--- src/rtl/alu_bist_pkg.sv ---
// Shared definitions for the alu_bist self-test engine and its reference model.
package alu_bist_pkg;

    localparam logic [1:0] SEL_ADD = 2'd0;
    localparam logic [1:0] SEL_SUB = 2'd1;
    localparam logic [1:0] SEL_AND = 2'd2;
    localparam logic [1:0] SEL_OR  = 2'd3;

    localparam int ERR_W = 16;

    typedef enum logic [2:0] {
        ST_IDLE,
        ST_DRIVE,
        ST_WAIT,
        ST_CHECK,
        ST_DONE
    } state_t;

endpackage

--- src/rtl/alu_ref_model.sv ---
// Combinational golden model of the alu_all datapath (add, sub, and, or).
module alu_ref_model
    import alu_bist_pkg::*;
#(
    parameter int WIDTH = 8
) (
    input  logic [WIDTH-1:0] a,
    input  logic [WIDTH-1:0] b,
    input  logic             cin,
    input  logic [1:0]       sel,
    output logic [WIDTH-1:0] exp_out,
    output logic             exp_cout,
    output logic             cout_valid
);

    logic [WIDTH:0] sum;
    logic [WIDTH:0] diff;

    // MSB of the (WIDTH+1)-bit result is carry for add and borrow for sub
    assign sum  = {1'b0, a} + {1'b0, b} + {{WIDTH{1'b0}}, cin};
    assign diff = {1'b0, a} - {1'b0, b} - {{WIDTH{1'b0}}, cin};

    always_comb begin
        exp_out    = '0;
        exp_cout   = 1'b0;
        cout_valid = 1'b0;
        case (sel)
            SEL_ADD: begin
                {exp_cout, exp_out} = sum;
                cout_valid          = 1'b1;
            end
            SEL_SUB: begin
                {exp_cout, exp_out} = diff;
                cout_valid          = 1'b1;
            end
            SEL_AND: exp_out = a & b;
            default: exp_out = a | b;
        endcase
    end

endmodule

--- src/rtl/alu_bist.sv ---
// Exhaustive stimulus/checker engine for alu_all: sweeps {sel, cin, b, a},
// compares against alu_ref_model and records pass, first failing vector, error count.
//
// state    | meaning
// ---------+-----------------------------------------------------------
// ST_IDLE  | waiting for start
// ST_DRIVE | register current vec onto the ALU inputs, load settle timer
// ST_WAIT  | settle timer counting down to 1
// ST_CHECK | compare ALU result, capture errors, advance or finish
// ST_DONE  | sweep finished, results held until start or abort
module alu_bist
    import alu_bist_pkg::*;
#(
    parameter int WIDTH       = 8,
    parameter int SETTLE      = 1,
    parameter int STOP_ON_ERR = 1
) (
    input  logic                 clk,
    input  logic                 rst_n,
    input  logic                 start,
    input  logic                 abort,
    output logic [WIDTH-1:0]     alu_a,
    output logic [WIDTH-1:0]     alu_b,
    output logic                 alu_cin,
    output logic [1:0]           alu_sel,
    input  logic [WIDTH-1:0]     alu_out,
    input  logic                 alu_cout,
    output logic                 busy,
    output logic                 done,
    output logic                 pass,
    output logic [2*WIDTH+2:0]   fail_vec,
    output logic [ERR_W-1:0]     err_count
);

    localparam int VW = 2*WIDTH + 3;
    localparam int CW = $clog2(SETTLE + 1);
    localparam logic [VW-1:0] VEC_LAST = {VW{1'b1}};

    state_t          state;
    state_t          state_nxt;
    logic [VW-1:0]   vec;
    logic [CW-1:0]   wait_cnt;
    logic [WIDTH-1:0] exp_out;
    logic            exp_cout;
    logic            cout_valid;
    logic            mismatch;
    logic            last_check;

    alu_ref_model #(.WIDTH(WIDTH)) u_ref (
        .a          (vec[WIDTH-1:0]),
        .b          (vec[2*WIDTH-1:WIDTH]),
        .cin        (vec[2*WIDTH]),
        .sel        (vec[2*WIDTH+2:2*WIDTH+1]),
        .exp_out    (exp_out),
        .exp_cout   (exp_cout),
        .cout_valid (cout_valid)
    );

    // Case inequality so an X/Z from the ALU is flagged rather than masked
    always_comb begin
        mismatch   = (alu_out !== exp_out) || (cout_valid && (alu_cout !== exp_cout));
        last_check = (mismatch && (STOP_ON_ERR != 0)) || (vec == VEC_LAST);
    end

    always_ff @(posedge clk or negedge rst_n) begin
        if (!rst_n) state <= ST_IDLE;
        else        state <= state_nxt;
    end

    always_comb begin
        state_nxt = state;
        if (abort) begin
            state_nxt = ST_IDLE;
        end else begin
            case (state)
                ST_IDLE, ST_DONE: if (start) state_nxt = ST_DRIVE;
                ST_DRIVE:         state_nxt = ST_WAIT;
                ST_WAIT:          if (wait_cnt == CW'(1)) state_nxt = ST_CHECK;
                ST_CHECK:         state_nxt = last_check ? ST_DONE : ST_DRIVE;
                default:          state_nxt = ST_IDLE;
            endcase
        end
    end

    always_ff @(posedge clk or negedge rst_n) begin
        if (!rst_n) begin
            vec       <= '0;
            wait_cnt  <= '0;
            alu_a     <= '0;
            alu_b     <= '0;
            alu_cin   <= 1'b0;
            alu_sel   <= '0;
            busy      <= 1'b0;
            done      <= 1'b0;
            pass      <= 1'b0;
            fail_vec  <= '0;
            err_count <= '0;
        end else if (abort) begin
            busy <= 1'b0;
            done <= 1'b0;
        end else begin
            case (state)
                ST_IDLE, ST_DONE: begin
                    if (start) begin
                        vec       <= '0;
                        err_count <= '0;
                        fail_vec  <= '0;
                        pass      <= 1'b0;
                        done      <= 1'b0;
                        busy      <= 1'b1;
                    end
                end
                ST_DRIVE: begin
                    alu_a    <= vec[WIDTH-1:0];
                    alu_b    <= vec[2*WIDTH-1:WIDTH];
                    alu_cin  <= vec[2*WIDTH];
                    alu_sel  <= vec[2*WIDTH+2:2*WIDTH+1];
                    wait_cnt <= CW'(SETTLE);
                end
                ST_WAIT: begin
                    wait_cnt <= wait_cnt - 1'b1;
                end
                ST_CHECK: begin
                    if (mismatch) begin
                        if (err_count != {ERR_W{1'b1}}) err_count <= err_count + 1'b1;
                        if (err_count == '0)            fail_vec  <= vec;
                    end
                    if (last_check) begin
                        busy <= 1'b0;
                        done <= 1'b1;
                        pass <= !mismatch && (err_count == '0);
                    end else begin
                        vec <= vec + 1'b1;
                    end
                end
                default: ;
            endcase
        end
    end

endmodule
--- config.mk ---
export PLATFORM = sky130hd
export DESIGN_NAME = alu_bist
export DESIGN_NICKNAME = d
export VERILOG_FILES = /design/src/rtl/alu_bist_pkg.sv /design/src/rtl/alu_ref_model.sv /design/src/rtl/alu_bist.sv
export SDC_FILE = /design/constraint.sdc
export NUM_CORES = 1
export LEC_CHECK = 0
export BUFFER_PORTS_ARGS = -buffer_cell sky130_fd_sc_hd__clkbuf_2
export CORE_MARGIN = 5
export CORE_UTILIZATION = 53
export DETAILED_ROUTE_END_ITERATION = 8
export PLACE_DENSITY = 0.77
export SETUP_SLACK_MARGIN = 0.4
export SYNTH_ARGS = -nofsm -noshare
export SYNTH_HDL_FRONTEND = slang
export SYNTH_SLANG_ARGS = --single-unit
--- constraint.sdc ---
create_clock -name clk -period 4.65 [get_ports clk]
set_input_delay 0.2325 -clock clk [delete_from_list [all_inputs] [get_ports clk]]
set_output_delay 0.2325 -clock clk [all_outputs]
set_load 0.02 [all_outputs]
Word level (Yosys, flattened, before mapping)
Index checks and enable logic that the tools add are counted.
{"block": "op_classes", "n_addsub": 7, "n_eq_ne": 19, "muxes": 29, "n_bitwise": 3, "n_reduce_logical": 21}
{"operator": "$mux 19", "count": 4}
{"operator": "$pmux 19 s2", "count": 2}
{"operator": "$mux 16", "count": 3}
{"operator": "$pmux 16 s2", "count": 1}
{"operator": "$pmux 8 s3", "count": 1}
{"operator": "$add 19x1->19 const B", "count": 1}
{"operator": "$eq 19x19->1 const B", "count": 1}
{"operator": "$add 16x1->16 const B", "count": 1}
{"operator": "$logic_not 16->1", "count": 1}
{"operator": "$ne 16x16->1 const B", "count": 1}
{"operator": "$mux 3", "count": 4}
{"operator": "$ne 2x2->1 const B", "count": 6}
{"operator": "$pmux 3 s4", "count": 1}
{"operator": "$pmux 1 s2", "count": 5}
{"operator": "$reduce_and 5->1", "count": 2}
{"operator": "$add 8x8->9", "count": 1}
{"operator": "$add 9x1->9", "count": 1}
{"operator": "$ne 3x3->1 const B", "count": 3}
{"operator": "$sub 8x8->9", "count": 1}
{"operator": "$sub 9x1->9", "count": 1}
{"operator": "$and 8x8->8", "count": 1}
{"operator": "$mux 1", "count": 8}
{"operator": "$nex 8x8->1", "count": 1}
{"operator": "$or 8x8->8", "count": 1}
{"operator": "19 further kinds", "count": 27}
{"block": "totals", "reg_bits": 80, "inputBits": 13, "out_inout_bits": 57, "elab_cells": 91}

Longest topological paths before layout
{"block": "depth", "word_depth": 10, "depth_mapped": 16, "mapped_depth_nobuf": 14}

Modules after synthesis
Synthesis repeated with hierarchy kept, for this count alone.
{"block": "unflattened", "hier_cells": 587, "hier_area_um2": 5469.0}
{"module": "alu_bist", "instances": 1, "cells_each": 420, "area_per_inst_um2": 4211.5, "seq_area_each_um2": 2001.9}
{"module": "alu_ref_model", "instances": 1, "cells_each": 167, "area_per_inst_um2": 1257.5, "seq_area_each_um2": 0.0}

Worst setup path before layout
OpenSTA, ideal clock, no wires.
{"block": "synth_timing", "path_type": "reg-to-reg", "start": "reg vec[8]", "end": "reg vec[10]", "setup_time_ps": 79, "arrival_ps": 4542, "required_ps": 4571, "path_slack_ps": 29, "path_stages_with_launch": 17, "n_path_buf": 2, "period_less_slack_ps": 4621, "path_cell_list": "dfrtp_1 fa_1 inv_1 ha_1 or2_2 fa_1 o21ai_1 a221oi_1 mux2i_1 a2111oi_0 mux2_2 or3_1 or3_4 buf_6 buf_2 a21oi_1 mux2i_1"}
{"block": "synth_between", "elab_chain_len": 9, "word_cells_on_any_way": 19, "classes_between": "add/sub: 5; eq/ne: 4; mux: 4; bitwise: 2; reduce/logical: 4"}
{"element": "from (decl)", "line_no": "alu_bist.sv:41", "text": "logic [VW-1:0] vec;"}
{"element": "from (signal assigned)", "line_no": "alu_bist.sv:133", "text": "vec <= vec + 1'b1;"}
{"element": "parallel branches: the longest is 9 deep, another holds $sub 8x8->9"}
Several ways; the timed one is not identified. The select of a mux whose other input is x is not followed.
A chain may end at the register's enable or synchronous reset.

Worst setup path after layout
{"block": "layout_timing", "start": "reg vec[0]", "end": "reg vec[14]"}
The elaborated chain is that of the path after synthesis.

==> impl_results.md <==
* Final period utilization at 96.00%
* GPL Wtd Cong at 0.9090
* Cts hold-fix bufs at 0
* Vias in the first global route at 4654
* Starting Density at 54.47%
* Syn nets at 619
* H-Tree Depth at 3
* Fin. max-slew vios at 0
* Clk_lat worst skew at 370 ps
* Chip width at 110.5 microns
* Max Clock Freq at 224.0 MHz
* Synth Area in Compound Gates at 16.61%
* Root buffer cell: clkbuf_8
* CP Class: reg -> reg
* Area delta synth->final at 19.25%
* I/O Buffers at 69
* Clk_skew at 13.65 ps
* Tot GR Track Use at 23.79%
* Die Y-Extent at 110.5 microns
* Num CTS Buffers at 9
* Share of layout cells above drive strength 1 at 28.88%
* Tmin final at 4464 ps
* Synth Area in XOR/XNOR at 1.965%
* Hold WS at 20.92 ps
* Num ports at 70
* Overflow after GRT at 0
* CP required at 4950 ps
* Worst VDD drop at 0.2920 mV
* DRC Markers at 0
* Reg2reg end: vec[14]
* RSZ-0062 raised after global routing: yes
* CTS Buffer Depth at 2
* Routed WL at 14.65 mm
* HPWL reported at the end of detailed placement at 10.27 mm
* Full die area at 0.01220 sq mm
* EDFF count, synth at 0
* DR vias at 4803
* Mux share of post-synthesis cell area at 9.637%
* Warnings from Yosys at 0
* Distinct cell type count after synthesis at 67
* Critical Path AT at 4760 ps
* Largest net degree at the start of global routing at 81
* Cell count of the worst reg-to-reg path at 16
* Iter 0 DRT Violations at 326
* CP Max Fanout at 9
* Antenna Nets Post-Route at 0
* Async SR Flop Fraction at 100.0%
* Max Cap Violations at 0
* Antenna Cells at 0
* Vias/cell at 6.126
* Drt pass-1 iters at 5
* Least-Margin Pin Slew at 1314 ps
* Worst r2r src: vec[0]
* Initial antenna violation count at 0
* Average cell area after synthesis at 9.400 sq um
* Simple-Gate Fraction of Synth Area at 20.28%
* Net count reported at finish at 697
* First-pass GRT wire length at 23.87 mm
* Synth Cell Area at 0.005349 sq mm
* Final hold violations at 0
* Clk pin slew, worst setup/hold paths at 90 ps
* Post-Synth Adder-Cell Area at 9.216%
* Synth Instances at 569
* CTS tree: yes
* Final Setup Violations at 0
* CTS Sinks at 80
* Largest family of logic cells by synthesized area: simple AND/OR/NAND/NOR gates
* FP Rows at 36
* Core ar. at 0.009819 sq mm
* DR WL/cell at 18.69 microns
* Setup crit start kind: register
* Worst R2R Setup Slack at 190 ps
* Register area share after synthesis at 37.43%
* Status: complete, no violations
* Total Neg Setup Slack at 0 ps
* Top FF cell, synth: dfrtp_1
* P_leak at 0.002935 uW
* Rel. slew slack at 12.06%
* Synthesis-stage register bit count at 80
* Crit end category: register
* PwrDens at 257.5 mW/mm^2
* Worst Hold Class: in -> async
==> timing repair <==
| action | CTS | global route |
|---|---|---|
| resized for setup | 29 | 9 |
| pin swaps | 19 | 10 |
| setup endpoints to repair | 58 | 59 |
| gates cloned | 2 | 1 |
| setup buffers | 4 | 3 |
==> power by group <==
part | switching (uW) | internal [uW] | total [uW]
sequential | 27.4 | 717 | 744
clock | 257 | 275 | 532
combinational | 243 | 123 | 366
==> worst max-delay path, cell delays in order (launching register included) <==
cell	delay, ps
dfrtp_1	400
fa_1	580
inv_1	60
ha_2	170
or2_4	230
fa_2	390
o21ai_4	150
buf_6	120
a221oi_2	50
mux2i_1	150
a2111oi_2	350
mux2_2	390
or3_1	300
or3_4	430
buf_6	160
or4_1	390
o21ai_1	80
==> layout make-up <==
type	instances	area (sq um)
fill	812	3441
multi-input combinational	429	3291
sequential	80	2003
timing repair buffer	94	591.8
tap	133	166.4
clock buffer	11	151.4
inverter	33	123.9
clock inverter	4	51.30
==> registers in the layout, summed over array words and instances, names as in the netlist, 2 cells and up <==
| name | count |
|---|---|
| vec | 19 |
| fail_vec | 19 |
| alu_b | 8 |
| alu_sel | 2 |
| state | 3 |
| err_count | 16 |
| alu_a | 8 |
==> layer usage <==
metal	global-route usage [%]	vias to the layer above	share of wire [%]	routed length, microns
met5	0	-	0	0
met4	8.621	0	2.0	296
met3	5.853	25	7.4	1087
met2	38.79	188	49	7194
met1	30.74	2372	41	6074
li1	-	2218	-	-
==> placed cells by master (no fill, tap or decap), types with 18 or more instances in the layout <==
master / n
a22o_1: 20
clkbuf_2: 68
ha_1: 32
mux2_2: 20
a21oi_1: 33
dfrtp_1: 79
inv_1: 32
nor2_1: 24
mux2i_1: 28
nand2_1: 63
buf_4: 18
==> per-stage QoR <==
step | utilization [%] | cells | area, sq um | total power [uW] | setup WS [ps]
floorplan | - | 569 | 5406 | 995.6 | 309.6
global placement | 60.16 | 759 | 5907 | 1080 | 215.9
detailed placement | 60.16 | 759 | 5907 | 1092 | 123.5
CTS | 64.05 | 780 | 6290 | 1644 | 138.8
global route | 64.96 | 784 | 6379 | 1717 | 21.40
finish | 64.96 | 784 | 6379 | 1643 | 185.9
==> how the worst max path moves through the flow <==
stage / from / end / slack [ps] / cells past startpoint
floorplan: vec[8] / vec[14] / 310 / 15
global placement: vec[8] / vec[14] / 220 / 15
detailed placement: vec[8] / vec[14] / 120 / 15
CTS: vec[0] / vec[10] / 140 / 15
global route: vec[0] / vec[8] / 20 / 16
finish: vec[0] / vec[14] / 190 / 16
==> synth_stat cells, types with 3 or more instances <==
library cell / instances / area [sq um]
ha_1: 33 / 412.9
nor3_1: 8 / 40.04
o32ai_1: 3 / 26.28
or3_4: 3 / 33.78
inv_1: 32 / 120.1
o21ai_0: 13 / 65.06
a22o_1: 20 / 175.2
nor2_1: 24 / 90.09
nor2b_1: 6 / 37.54
or2_2: 10 / 62.56
nor4_1: 6 / 37.54
nand2b_1: 6 / 37.54
o21a_1: 3 / 22.52
nor3b_1: 4 / 30.03
or3_1: 4 / 25.02
mux2_2: 20 / 225.2
o31ai_1: 5 / 37.54
o211ai_1: 5 / 37.54
xor2_1: 5 / 43.79
nand4_1: 10 / 62.56
fa_1: 4 / 80.08
a21oi_1: 47 / 235.2
nand2_1: 64 / 240.2
buf_2: 4 / 20.02
or4_1: 9 / 67.56
a211oi_1: 4 / 30.03
nand3_1: 20 / 100.1
clkbuf_1: 19 / 71.32
and3_1: 12 / 75.07
mux2i_1: 29 / 290.3
buf_6: 3 / 33.78
xnor2_1: 7 / 61.31
dfrtp_1: 80 / 2002
==> logic make-up after synthesis <==
group                    Yosys count
multiplexers                      49
XOR/XNOR                          12
buffers and inverters             61
AO/OA/AOI/OAI                    128
flip-flops                        80
adder cells (fa/ha/maj)           37
AND/OR/NAND/NOR                  202
No activity file was read; power rests on OpenSTA's default activity.
